File: src/rtl/conv_window_controller.sv
// conv_window_controller
// Sequences the shift-register line buffer that feeds the convolver. It passes
// raster-order pixels into the buffer, tracks the row/column of each accepted
// pixel, raises window_valid once the buffer holds a complete KxK window,
// stalls the input while a window waits for the convolver, and pulses
// frame_done when the frame has been fully consumed.
//
// Optional feature: define CONV_STRIDE2_EN to emit only windows whose
// top-left row and column are both even (stride 2). Shifting is unchanged.
module conv_window_controller #(
    parameter int DATA_WIDTH   = 16,
    parameter int KERNEL_SIZE  = 3,
    parameter int IMAGE_WIDTH  = 5,
    parameter int IMAGE_HEIGHT = 5,
    parameter int COORD_WIDTH  = 8
) (
    input  logic                   clock,
    input  logic                   reset_n,
    input  logic                   start,
    input  logic [DATA_WIDTH-1:0]  pixel_in,
    input  logic                   pixel_valid,
    output logic                   pixel_ready,
    output logic [DATA_WIDTH-1:0]  shift_data,
    output logic                   shift_en,
    output logic                   sr_clear,
    output logic                   window_valid,
    input  logic                   window_ready,
    output logic [COORD_WIDTH-1:0] out_row,
    output logic [COORD_WIDTH-1:0] out_col,
    output logic                   busy,
    output logic                   frame_done
);

    localparam logic [COORD_WIDTH-1:0] LP_KM1 = COORD_WIDTH'(KERNEL_SIZE - 1);
    localparam logic [COORD_WIDTH-1:0] LP_WM1 = COORD_WIDTH'(IMAGE_WIDTH - 1);
    localparam logic [COORD_WIDTH-1:0] LP_HM1 = COORD_WIDTH'(IMAGE_HEIGHT - 1);

    typedef enum logic [2:0] {
        S_IDLE,
        S_CLEAR,
        S_STREAM,
        S_DRAIN,
        S_DONE
    } state_t;

    state_t                 r_state;
    logic                   r_sr_clear;
    logic                   r_busy;
    logic                   r_frame_done;
    logic [COORD_WIDTH-1:0] r_row;
    logic [COORD_WIDTH-1:0] r_col;
    logic                   r_window_valid;
    logic [COORD_WIDTH-1:0] r_out_row;
    logic [COORD_WIDTH-1:0] r_out_col;

    logic                   w_pixel_ready;
    logic                   w_accept;
    logic                   w_last_col;
    logic                   w_last_pixel;
    logic                   w_qualify;
    logic [COORD_WIDTH-1:0] w_row_off;
    logic [COORD_WIDTH-1:0] w_col_off;

    // Input handshake, window qualification and end-of-row/frame detection
    always_comb begin
        w_pixel_ready = (r_state == S_STREAM) && (!r_window_valid || window_ready);
        w_accept      = pixel_valid && w_pixel_ready;
        w_last_col    = (r_col == LP_WM1);
        w_last_pixel  = w_last_col && (r_row == LP_HM1);
        w_row_off     = r_row - LP_KM1;
        w_col_off     = r_col - LP_KM1;
`ifdef CONV_STRIDE2_EN
        w_qualify     = (r_row >= LP_KM1) && (r_col >= LP_KM1) &&
                        !w_row_off[0] && !w_col_off[0];
`else
        w_qualify     = (r_row >= LP_KM1) && (r_col >= LP_KM1);
`endif
    end

    // Frame sequencing with registered control outputs
    always_ff @(posedge clock or negedge reset_n) begin
        if (!reset_n) begin
            r_state      <= S_IDLE;
            r_sr_clear   <= 1'b0;
            r_busy       <= 1'b0;
            r_frame_done <= 1'b0;
        end else begin
            case (r_state)
                S_IDLE: begin
                    if (start) begin
                        r_state    <= S_CLEAR;
                        r_sr_clear <= 1'b1;
                        r_busy     <= 1'b1;
                    end
                end
                S_CLEAR: begin
                    r_state    <= S_STREAM;
                    r_sr_clear <= 1'b0;
                end
                S_STREAM: begin
                    if (w_accept && w_last_pixel) begin
                        r_state <= S_DRAIN;
                    end
                end
                S_DRAIN: begin
                    // Leave only after the final window has been consumed
                    if (!r_window_valid) begin
                        r_state      <= S_DONE;
                        r_frame_done <= 1'b1;
                    end
                end
                S_DONE: begin
                    r_state      <= S_IDLE;
                    r_frame_done <= 1'b0;
                    r_busy       <= 1'b0;
                end
                default: begin
                    r_state      <= S_IDLE;
                    r_sr_clear   <= 1'b0;
                    r_busy       <= 1'b0;
                    r_frame_done <= 1'b0;
                end
            endcase
        end
    end

    // Raster position of the next pixel to be accepted
    always_ff @(posedge clock or negedge reset_n) begin
        if (!reset_n) begin
            r_row <= '0;
            r_col <= '0;
        end else if (r_state == S_CLEAR) begin
            r_row <= '0;
            r_col <= '0;
        end else if (w_accept) begin
            if (w_last_col) begin
                r_col <= '0;
                r_row <= r_row + 1'b1;
            end else begin
                r_col <= r_col + 1'b1;
            end
        end
    end

    // Window-valid flag and top-left coordinates, held until consumed
    always_ff @(posedge clock or negedge reset_n) begin
        if (!reset_n) begin
            r_window_valid <= 1'b0;
            r_out_row      <= '0;
            r_out_col      <= '0;
        end else if (w_accept && w_qualify) begin
            r_window_valid <= 1'b1;
            r_out_row      <= w_row_off;
            r_out_col      <= w_col_off;
        end else if (r_window_valid && window_ready) begin
            r_window_valid <= 1'b0;
        end
    end

    assign pixel_ready  = w_pixel_ready;
    assign shift_en     = w_accept;
    assign shift_data   = w_accept ? pixel_in : '0;
    assign sr_clear     = r_sr_clear;
    assign window_valid = r_window_valid;
    assign out_row      = r_out_row;
    assign out_col      = r_out_col;
    assign busy         = r_busy;
    assign frame_done   = r_frame_done;

endmodule

File: config.mk
export PLATFORM = sky130hd
export DESIGN_NAME = conv_window_controller
export DESIGN_NICKNAME = d
export VERILOG_FILES = /design/src/rtl/conv_window_controller.sv
export SDC_FILE = /design/constraint.sdc
export NUM_CORES = 1
export LEC_CHECK = 0
export CORE_MARGIN = 2
export CORE_UTILIZATION = 49
export DETAILED_ROUTE_END_ITERATION = 8
export GPL_ROUTABILITY_DRIVEN = 1
export PLACE_DENSITY = 0.88
export SLEW_MARGIN = 20
export SYNTH_ARGS = -nofsm -noshare
export SYNTH_HDL_FRONTEND = slang
export SYNTH_SLANG_ARGS = --single-unit
File: constraint.sdc
create_clock -name clock -period 2.3 [get_ports clock]
set_input_delay 0.23 -clock clock [delete_from_list [all_inputs] [get_ports clock]]
set_output_delay 0.23 -clock clock [all_outputs]
set_load 0.02 [all_outputs]
Word-level counts from Yosys, hierarchy flattened:

Index checks and enable logic that the tools add are counted.

* register bits: 39
* bits of input ports: 21
* output and inout port bits: 38
* logic and storage cells: 66

* $add $sub $neg: 4
* $lt $le $gt $ge: 2
* eq/ne operators: 9
* multiplexer cells: 18
* bitwise operators: 3
* reduce and logical (&&, ||, !) cells: 21

Operator list (number)
* two-way mux 8 bit: 6
* adder 8 x 1 -> 8 bit, second input constant: 2
* equality test 8 x 3 -> 1 bit, second input constant: 2
* greater-or-equal comparator 8 x 2 -> 1 bit, second input constant: 2
* two-way mux 16 bit: 1
* subtractor 8 x 2 -> 8 bit, second input constant: 2
* case mux 3 bit (4 select lines): 1
* two-way mux 3 bit: 3
* OR reduction 3 bit: 3
* AND reduction 2 bit: 4
* logical AND 1 bit: 7
* equality test 3 x 2 -> 1 bit, second input constant: 2
* case mux 1 bit (2 select lines): 3
* nonzero test 2 bit: 3
* two-way mux 1 bit: 4
* != test 2 bit, second input constant: 2
* equality test 3 x 1 -> 1 bit, second input constant: 1
* equality test 3 bit, second input constant: 1
* zero test 3 bit: 1
* inverter 1 bit: 3
* AND reduction 3 bit: 1
* != test 2 x 1 -> 1 bit, second input constant: 1
* zero test 1 bit: 1
* logical OR 1 bit: 1

Longest topological paths before layout:

Gate-level depths: netlist (run 1).

* depth after elaboration: 7
* depth in mapped cells: 7
* mapped depth without buffers: 6

Worst setup path after synthesis (run 1):

Ideal clock, no wire load.

* path kind: register -> output
* start: register r_state[2]
* end: output shift_data[10]
* arrival time: 1.850 ns
* required time: 2.070 ns
* setup slack: 0.220 ns
* cell stages (with the launch flop): 8
* buffers on the path: 4
* path through: dfrtp_1 > clkbuf_1 > nand4bb_1 > buf_4 > nor2_4 > clkbuf_1 > clkbuf_1 > and2_1

* word-level cells in the longest chain between the ends: 4

Ends and longest elaborated chain
* start: declaration: RTL line 46 `state_t r_state;`
* start signal: assignment: RTL line 83 `r_state <= S_IDLE;`
* start signal: assignment: RTL line 91 `r_state <= S_CLEAR;`
* start signal: assignment: RTL line 97 `r_state <= S_STREAM;`
* equality test 3 x 2 -> 1 bit: RTL line 66 `w_pixel_ready = (r_state == S_STREAM) && (!r_window_valid || window_ready);`
* logical AND 1 bit: RTL line 66
* logical AND 1 bit: RTL line 67 `w_accept = pixel_valid && w_pixel_ready;`
* named net shift_en: RTL line 24 `output logic shift_en,`
* two-way mux 16 bit: RTL line 162 `assign shift_data = w_accept ? pixel_in : '0;`
* end: declaration: RTL line 23 `output logic [DATA_WIDTH-1:0] shift_data,`

The timed path passes the listed nets, and every way through them passes these cells.

Worst setup path in the final report (run 1):

* start: register r_state[2]
* end: output shift_data[6]

* word-level cells in the longest chain between the ends: 4

Ends and longest elaborated chain (RTL line)
* equality test 3 x 2 -> 1 bit: 66
* logical AND 1 bit: 66
* logical AND 1 bit: 67
* two-way mux 16 bit: 162

Every way passes these cells.

==> flow_metrics.env, run 1 <==
export IMPL_result_of_the_run="finished clean"
export IMPL_highest_cell_delay_on_the_worst_timing_path_ns=0.62
export IMPL_worst_ep_required_time_ns=2.07
export IMPL_placement_io_buffers=58
export IMPL_post_synth_main_area_contributors="sky130_fd_sc_hd__dfrtp_1 43%, sky130_fd_sc_hd__ha_1 5.5%, sky130_fd_sc_hd__xnor2_1 5.0%, sky130_fd_sc_hd__and2_1 4.7%, sky130_fd_sc_hd__mux2_4 4.6%"
export IMPL_num_vias=1774
export IMPL_vias_in_the_first_global_route=1811
export IMPL_synth_largest_area_cell="sky130_fd_sc_hd__dfrtp_1"
export IMPL_critical_path_buf_inv_count=1
export IMPL_yosys_warnings=0
export IMPL_die_x_um=72.06
export IMPL_overflow=0
export IMPL_final_antenna_net_count=0
export IMPL_track_usage_pct=20.29
export IMPL_rsz0062_at_grt="no"
export IMPL_cp_data_arrival_time_ns=1.98
export IMPL_critical_path_top_delay_family="simple AND/OR/NAND/NOR gates"
export IMPL_ys_types=47
export IMPL_final_max_slew_viol_count=0
export IMPL_fin_cells=334
export IMPL_fp_row_count=24
export IMPL_clock_latency_ns=0.30
export IMPL_post_route_drc_count=0
export IMPL_die_height_um=72.06
export IMPL_hold_class="in2async"
export IMPL_initial_antenna_violation_count=0
export IMPL_tritoncts="built"
export IMPL_clock_buffers_created_by_tritoncts=5
export IMPL_setup_worst_path_class="reg2out"
export IMPL_finalSetupViolCount=0
export IMPL_synth_cell_area_um2=2270
export IMPL_io_pin_count=59
export IMPL_drt_pre_antenna_iters=4
export IMPL_gp_routability_congestion=0.8132
export IMPL_post_synth_cell_area_avg_um2=10.41
export IMPL_postSynth_asyncResetShare_pct=100.0
export IMPL_cts_sink_count=39
export IMPL_ctsRootBufferMaster="sky130_fd_sc_hd__clkbuf_8"
export IMPL_synthesized_flop_and_latch_total=39
export IMPL_finalCritPeriodShare_pct=96.05
export IMPL_max_freq_ghz=0.4527
export IMPL_drtIter0Drc=101
export IMPL_cts_htree_levels=2
export IMPL_yosysSeqAreaShare_pct=43.00
export IMPL_clkTransAtPathRegs_ns=0.08
export IMPL_crit_chain="nand4bb_4 -> nor2_4 -> and2_1 -> clkdlybuf4s50_1"
export IMPL_clk_path_buf_depth=2
export IMPL_synth_edff_count=0
export IMPL_place_detailed_instances=323
export IMPL_power_per_cell_area_nw_per_um2=1252
export IMPL_tightestPinTransition_ns=0.8546
export IMPL_area_share_of_the_leading_cell_type_in_the_synthesized_netlist_pct=43.00
export IMPL_maxCapViolCount=0
export IMPL_layout_cell_area_non_filler_um2=3052
export IMPL_post_drt_via_cell_ratio=5.311
export IMPL_final_net_count=312
export IMPL_layout_area_overhead_vs_synth_pct=34.45
export IMPL_fin_setup_tns_ns=0
export IMPL_max_slew_margin_pct=43.02
export IMPL_synth_net_count=249
export IMPL_design_die_area_um2=5193
export IMPL_worst_hold_slack_ns=0.04473
export IMPL_grt_first_pass_wirelength_um=8328
export IMPL_total_leakage_power_nw=1.344
export IMPL_synth_top_cells_by_count="39 x sky130_fd_sc_hd__dfrtp_1, 17 x sky130_fd_sc_hd__and2_1, 16 x sky130_fd_sc_hd__nor2_1"
export IMPL_hpwl_um=3490
export IMPL_cp_max_fo=9
export IMPL_period_minus_slack_ns=2.209
export IMPL_core_area_um2=4414
export IMPL_ir_drop_v=0.0006783
export IMPL_finalClockSkew_ns=0.01032
export IMPL_final_fill_count=336
export IMPL_cp_endpoint_kind="output port"
export IMPL_antenna_cells_inserted=0
export IMPL_yosysMostFrequentCell="sky130_fd_sc_hd__dfrtp_1"
export IMPL_floorplan_initialDensity_pct=51.42
export IMPL_placed_cell_area_um2=2865
export IMPL_hold_viol=0
export IMPL_crit_path_start_kind="flop"
export IMPL_route_final_wire_length_um=5015
export IMPL_wl_per_cell_um=15.01
export IMPL_dominantRegCellSynth="sky130_fd_sc_hd__dfrtp_1"
export IMPL_synth_cells=218
export IMPL_largest_net_degree_at_the_start_of_global_routing=40
export IMPL_crit_slowest_cell="sky130_fd_sc_hd__clkdlybuf4s50_1"
export IMPL_share_of_cells_above_drive_strength_1_pct=15.96
## layout make-up
class	count	area (µm²)	share of cell area (%)
clock buffers	6	72.57	2.378
clock inverters	2	60.06	1.968
inverters	10	37.54	1.230
multi-input cells	155	1175	38.50
flip-flops and latches	39	975.9	31.98
well taps	52	65.06	2.132
repair buffers	70	665.6	21.81
## repair_timing
item / CTS / global route
resized for setup: 0 / 6
hold buffers: 0 / 0
setup endpoints to repair: 0 / 16
setup buffers: 0 / 1
## worst register-to-register path: stages, from the launching register on
cell                      delay, ns
sky130_fd_sc_hd__dfrtp_1       0.45
sky130_fd_sc_hd__or3_2         0.56
sky130_fd_sc_hd__or3_4         0.36
sky130_fd_sc_hd__nand3_4       0.28
sky130_fd_sc_hd__mux2_2        0.38
## flip-flops by register name, indices dropped and copies added (netlist names)
register and flops:
out_row 8, sr_clear 1, frame_done 1, r_state 3
r_col 8, busy 1, window_valid 1, out_col 8
r_row 8
## cell usage in the layout, fill, tap and decap left out, types with 4 or more instances in the layout
master,instances
sky130_fd_sc_hd__clkbuf_8,5
sky130_fd_sc_hd__or3_1,6
sky130_fd_sc_hd__xor2_1,5
sky130_fd_sc_hd__a21oi_1,7
sky130_fd_sc_hd__dfrtp_1,39
sky130_fd_sc_hd__nor3_1,6
sky130_fd_sc_hd__o21ai_0,7
sky130_fd_sc_hd__nand3_1,4
sky130_fd_sc_hd__xnor2_1,13
sky130_fd_sc_hd__nand4_1,4
sky130_fd_sc_hd__buf_4,12
sky130_fd_sc_hd__mux2_4,7
sky130_fd_sc_hd__inv_1,10
sky130_fd_sc_hd__and2_1,17
sky130_fd_sc_hd__clkdlybuf4s50_1,57
sky130_fd_sc_hd__ha_1,10
sky130_fd_sc_hd__mux2_2,7
sky130_fd_sc_hd__nand2_1,13
sky130_fd_sc_hd__nor2_1,16
## report_power, final
part / leakage, nW / switching, mW / total (mW) / internal (mW)
registers: 0.489 / 0.221 / 1.15 / 0.931
logic: 0.790 / 0.976 / 1.99 / 1.02
clock network: 0.0654 / 0.242 / 0.676 / 0.434
total: 1.34 / 1.44 / 3.82 / 2.38
## metrics by stage
step / setup slack, ns / power, mW / util, %
after floorplan: 0.2201 / 2.355 / -
after global placement: 0.1767 / 3.026 / 64.91
after detailed placement: 0.1026 / 3.098 / 64.91
after CTS: 0.007155 / 3.791 / 67.91
after global routing: 0.0005433 / 4.071 / 69.13
final: 0.09088 / 3.821 / 69.13
## routing by layer
metal | up-vias | track usage, % | part of all wire (%)
met5 | - | 0 | 0
li1 | 861 | - | -
met3 | 7 | 3.194 | 3.4
met1 | 859 | 26.24 | 43
met2 | 47 | 34.35 | 52
met4 | 0 | 7.547 | 1.5
## final timing paths
check	start	endpoint	slack [ns]	depth (start not counted)
setup reg to reg	r_row[2]$_DFFE_PN0P_	out_row[5]$_DFFE_PN0P_	0.16	4
hold / removal	reset_n	out_row[4]$_DFFE_PN0P_	0.04	1
max in group asynchronous	reset_n	r_row[7]$_DFFE_PN0P_	1.72	1
hold reg to reg	out_col[7]$_DFFE_PN0P_	out_col[7]$_DFFE_PN0P_	0.50	1
setup / recovery	r_state[2]$_DFFE_PN0P_	shift_data[6]	0.09	4
min in group clock	out_col[7]$_DFFE_PN0P_	out_col[7]$_DFFE_PN0P_	0.50	1
## kinds of logic (layout without fill, tap and decap cells)
group                    count (synthesis)  after routing  share of synthesized area, %
AND/OR/NAND/NOR                         88             90                         22.71
AO/OA/AOI/OAI                           20             20                         5.127
multiplexers                            17             17                         9.427
adder cells (fa/ha/maj)                 10             10                         5.513
flip-flops                              39             39                         43.00
buffers and inverters                   26             88                         7.276
XOR/XNOR                                18             18                         6.946
Note: power is estimated with default switching activity, not from simulation.
==> inputs of run 2 (changes only) <==
--- a/config.mk
+++ b/config.mk
@@ -9,7 +9,9 @@
 export CORE_UTILIZATION = 49
 export DETAILED_ROUTE_END_ITERATION = 8
 export GPL_ROUTABILITY_DRIVEN = 1
+export GPL_TIMING_DRIVEN = 1
 export PLACE_DENSITY = 0.88
+export SKIP_LAST_GASP = 1
 export SLEW_MARGIN = 20
 export SYNTH_ARGS = -nofsm -noshare
 export SYNTH_HDL_FRONTEND = slang
==> results of run 2 <==
Same layout as run 1: the final DEF is identical, and so are final timing and power.
==> inputs of run 3 (changes only) <==
--- a/config.mk
+++ b/config.mk
@@ -5,7 +5,7 @@
 export SDC_FILE = /design/constraint.sdc
 export NUM_CORES = 1
 export LEC_CHECK = 0
-export CORE_MARGIN = 2
+export CORE_MARGIN = 4
 export CORE_UTILIZATION = 49
 export DETAILED_ROUTE_END_ITERATION = 8
 export GPL_ROUTABILITY_DRIVEN = 1
==> flow_metrics.env, run 3 (synthesis results as in run 1) <==
export IMPL_hold_viol=0
export IMPL_hpwl_um=3531
export IMPL_setup_worst_path_class="reg2out"
export IMPL_rsz0062_at_grt="no"
export IMPL_critPathLaunch="r_state[2]$_DFFE_PN0P_"
export IMPL_post_route_drc_count=0
export IMPL_highest_cell_delay_on_the_worst_timing_path_ns=0.62
export IMPL_finalSetupViolCount=0
export IMPL_finalClockSkew_ns=0.009605
export IMPL_fin_setup_tns_ns=0
export IMPL_max_freq_ghz=0.4500
export IMPL_track_usage_pct=17.91
export IMPL_tightestPinTransition_ns=0.8489
export IMPL_clock_buffers_created_by_tritoncts=5
export IMPL_hold_class="in2async"
export IMPL_cp_data_arrival_time_ns=1.99
export IMPL_clk_path_buf_depth=2
export IMPL_route_final_wire_length_um=4904
export IMPL_num_vias=1764
export IMPL_drtIter0Drc=135
export IMPL_fp_row_count=24
export IMPL_die_x_um=76.06
export IMPL_layout_cell_area_non_filler_um2=3028
export IMPL_cts_sink_count=39
export IMPL_layout_cells_most_common="sky130_fd_sc_hd__clkdlybuf4s50_1"
export IMPL_cts_htree_levels=2
export IMPL_floorplan_initialDensity_pct=51.42
export IMPL_ctsRootBufferMaster="sky130_fd_sc_hd__clkbuf_8"
export IMPL_worst_ep_required_time_ns=2.07
export IMPL_r2r_setup_slack_ns=0.22
export IMPL_worstRegToRegCells=4
export IMPL_ir_drop_v=0.0008401
export IMPL_grt_util_met3_pct=3.546
export IMPL_result_of_the_run="finished clean"
export IMPL_gr_max_usage_layer="met2"
export IMPL_share_of_cells_above_drive_strength_1_pct=16.07
export IMPL_cp_max_fo=18
export IMPL_grt_util_met2_pct=29.71
export IMPL_period_minus_slack_ns=2.222
export IMPL_die_height_um=76.06
export IMPL_overflow=0
export IMPL_maxCapViolCount=0
export IMPL_critical_path_top_delay_family="buffers and inverters"
export IMPL_crit_chain="nand4bb_4 -> nor2_4 -> buf_12 -> and2_1 -> clkdlybuf4s50_1"
export IMPL_final_antenna_net_count=0
export IMPL_wl_per_cell_um=14.77
export IMPL_total_leakage_power_nw=1.367
export IMPL_cp_endpoint_kind="output port"
export IMPL_placement_io_buffers=58
export IMPL_grt_first_pass_wirelength_um=8673
export IMPL_vias_in_the_first_global_route=1881
export IMPL_placed_cell_area_um2=2865
export IMPL_crit_path_start_kind="flop"
export IMPL_clkTransAtPathRegs_ns=0.08
export IMPL_antenna_cells_inserted=0
export IMPL_max_slew_margin_pct=43.41
export IMPL_critical_path_buf_inv_count=2
export IMPL_timing_rr_end="out_col[7]$_DFFE_PN0P_"
export IMPL_largest_net_degree_at_the_start_of_global_routing=40
export IMPL_drt_pre_antenna_iters=4
export IMPL_power_per_cell_area_nw_per_um2=1225
export IMPL_layout_area_overhead_vs_synth_pct=33.41
export IMPL_layout_common_cells="55 x sky130_fd_sc_hd__clkdlybuf4s50_1, 38 x sky130_fd_sc_hd__dfrtp_1, 17 x sky130_fd_sc_hd__and2_1"
export IMPL_final_net_count=310
export IMPL_clock_latency_ns=0.29
export IMPL_finalCritPeriodShare_pct=96.62
export IMPL_design_die_area_um2=5785
export IMPL_tritoncts="built"
export IMPL_hold_fix_buffer_count_after_cts=0
export IMPL_final_max_slew_viol_count=0
export IMPL_gp_routability_congestion=0.7810
export IMPL_global_route_usage_met1_pct=22.45
export IMPL_initial_antenna_violation_count=0
export IMPL_core_area_um2=4414
export IMPL_crit_slowest_cell="sky130_fd_sc_hd__clkdlybuf4s50_1"
export IMPL_worst_r2r_startpoint="r_row[6]$_DFFE_PN0P_"
export IMPL_post_drt_via_cell_ratio=5.313
export IMPL_io_pin_count=59
==> run 3: cell count changes in the layout (fill, tap and decap cells not counted), sizes merged <==
cell           delta
nor2              -2
clkdlybuf4s50     -2
clkinv            +1
dlymetal6s2s      +2
bufinv            -1
==> run 3: worst max-delay path by stage <==
stage	to	cells after the start
floorplan	shift_data[10]	7
global placement	shift_data[8]	5
detailed placement	shift_data[13]	5
CTS	shift_data[13]	5
global route	shift_data[12]	5
finish	shift_data[12]	5
==> run 3: worst reg2reg max path, stage by stage (launching register included) <==
cell and delay [ns]:
sky130_fd_sc_hd__dfrtp_1 0.38, sky130_fd_sc_hd__or4_4 0.55, sky130_fd_sc_hd__or3_4 0.39, sky130_fd_sc_hd__nand3_4 0.28, sky130_fd_sc_hd__mux2_2 0.38
==> run 3: layout make-up <==
type                    count  area (µm²)
fillers                   318        1386
multi-input cells         153        1147
flip-flops and latches     39       977.2
repair buffers             70       683.2
clock buffers               6       82.58
well taps                  52       65.06
inverters                  10       37.54
clock inverters             2       35.03
==> run 3: power by group <==
part           total, mW  internal, mW  switching (mW)
sequential          1.17         0.932           0.236
clock              0.588         0.351           0.237
combinational       1.95          1.02           0.936
==> run 3: per-layer routing <==
layer	vias up	wire [µm]
li1	853	-
met1	839	2101
met2	56	2457
met3	16	205
met4	0	140
met5	-	0
==> run 3: timing repair <==
| item | in CTS | in global routing |
|---|---|---|
| buffers inserted | 1 | 0 |
| gates resized for setup | 1 | 4 |
| endpoints found under the setup margin | 16 | 16 |
| pin swaps | 1 | 0 |
==> run 3: through the flow <==
step	power, mW	hold WS, ns	std cells	utilization, %	setup slack (ns)
6_report	3.710	0.04184	332	68.59	0.07783
3_5_place_dp	3.082	0.3962	323	64.91	0.06884
3_3_place_gp	3.020	0.3848	323	64.91	0.1722
5_1_grt	3.970	0.1212	332	68.59	0.01207
2_1_floorplan	2.355	-0.06559	218	-	0.2201
4_1_cts	3.718	0.07834	332	68.06	0.03635
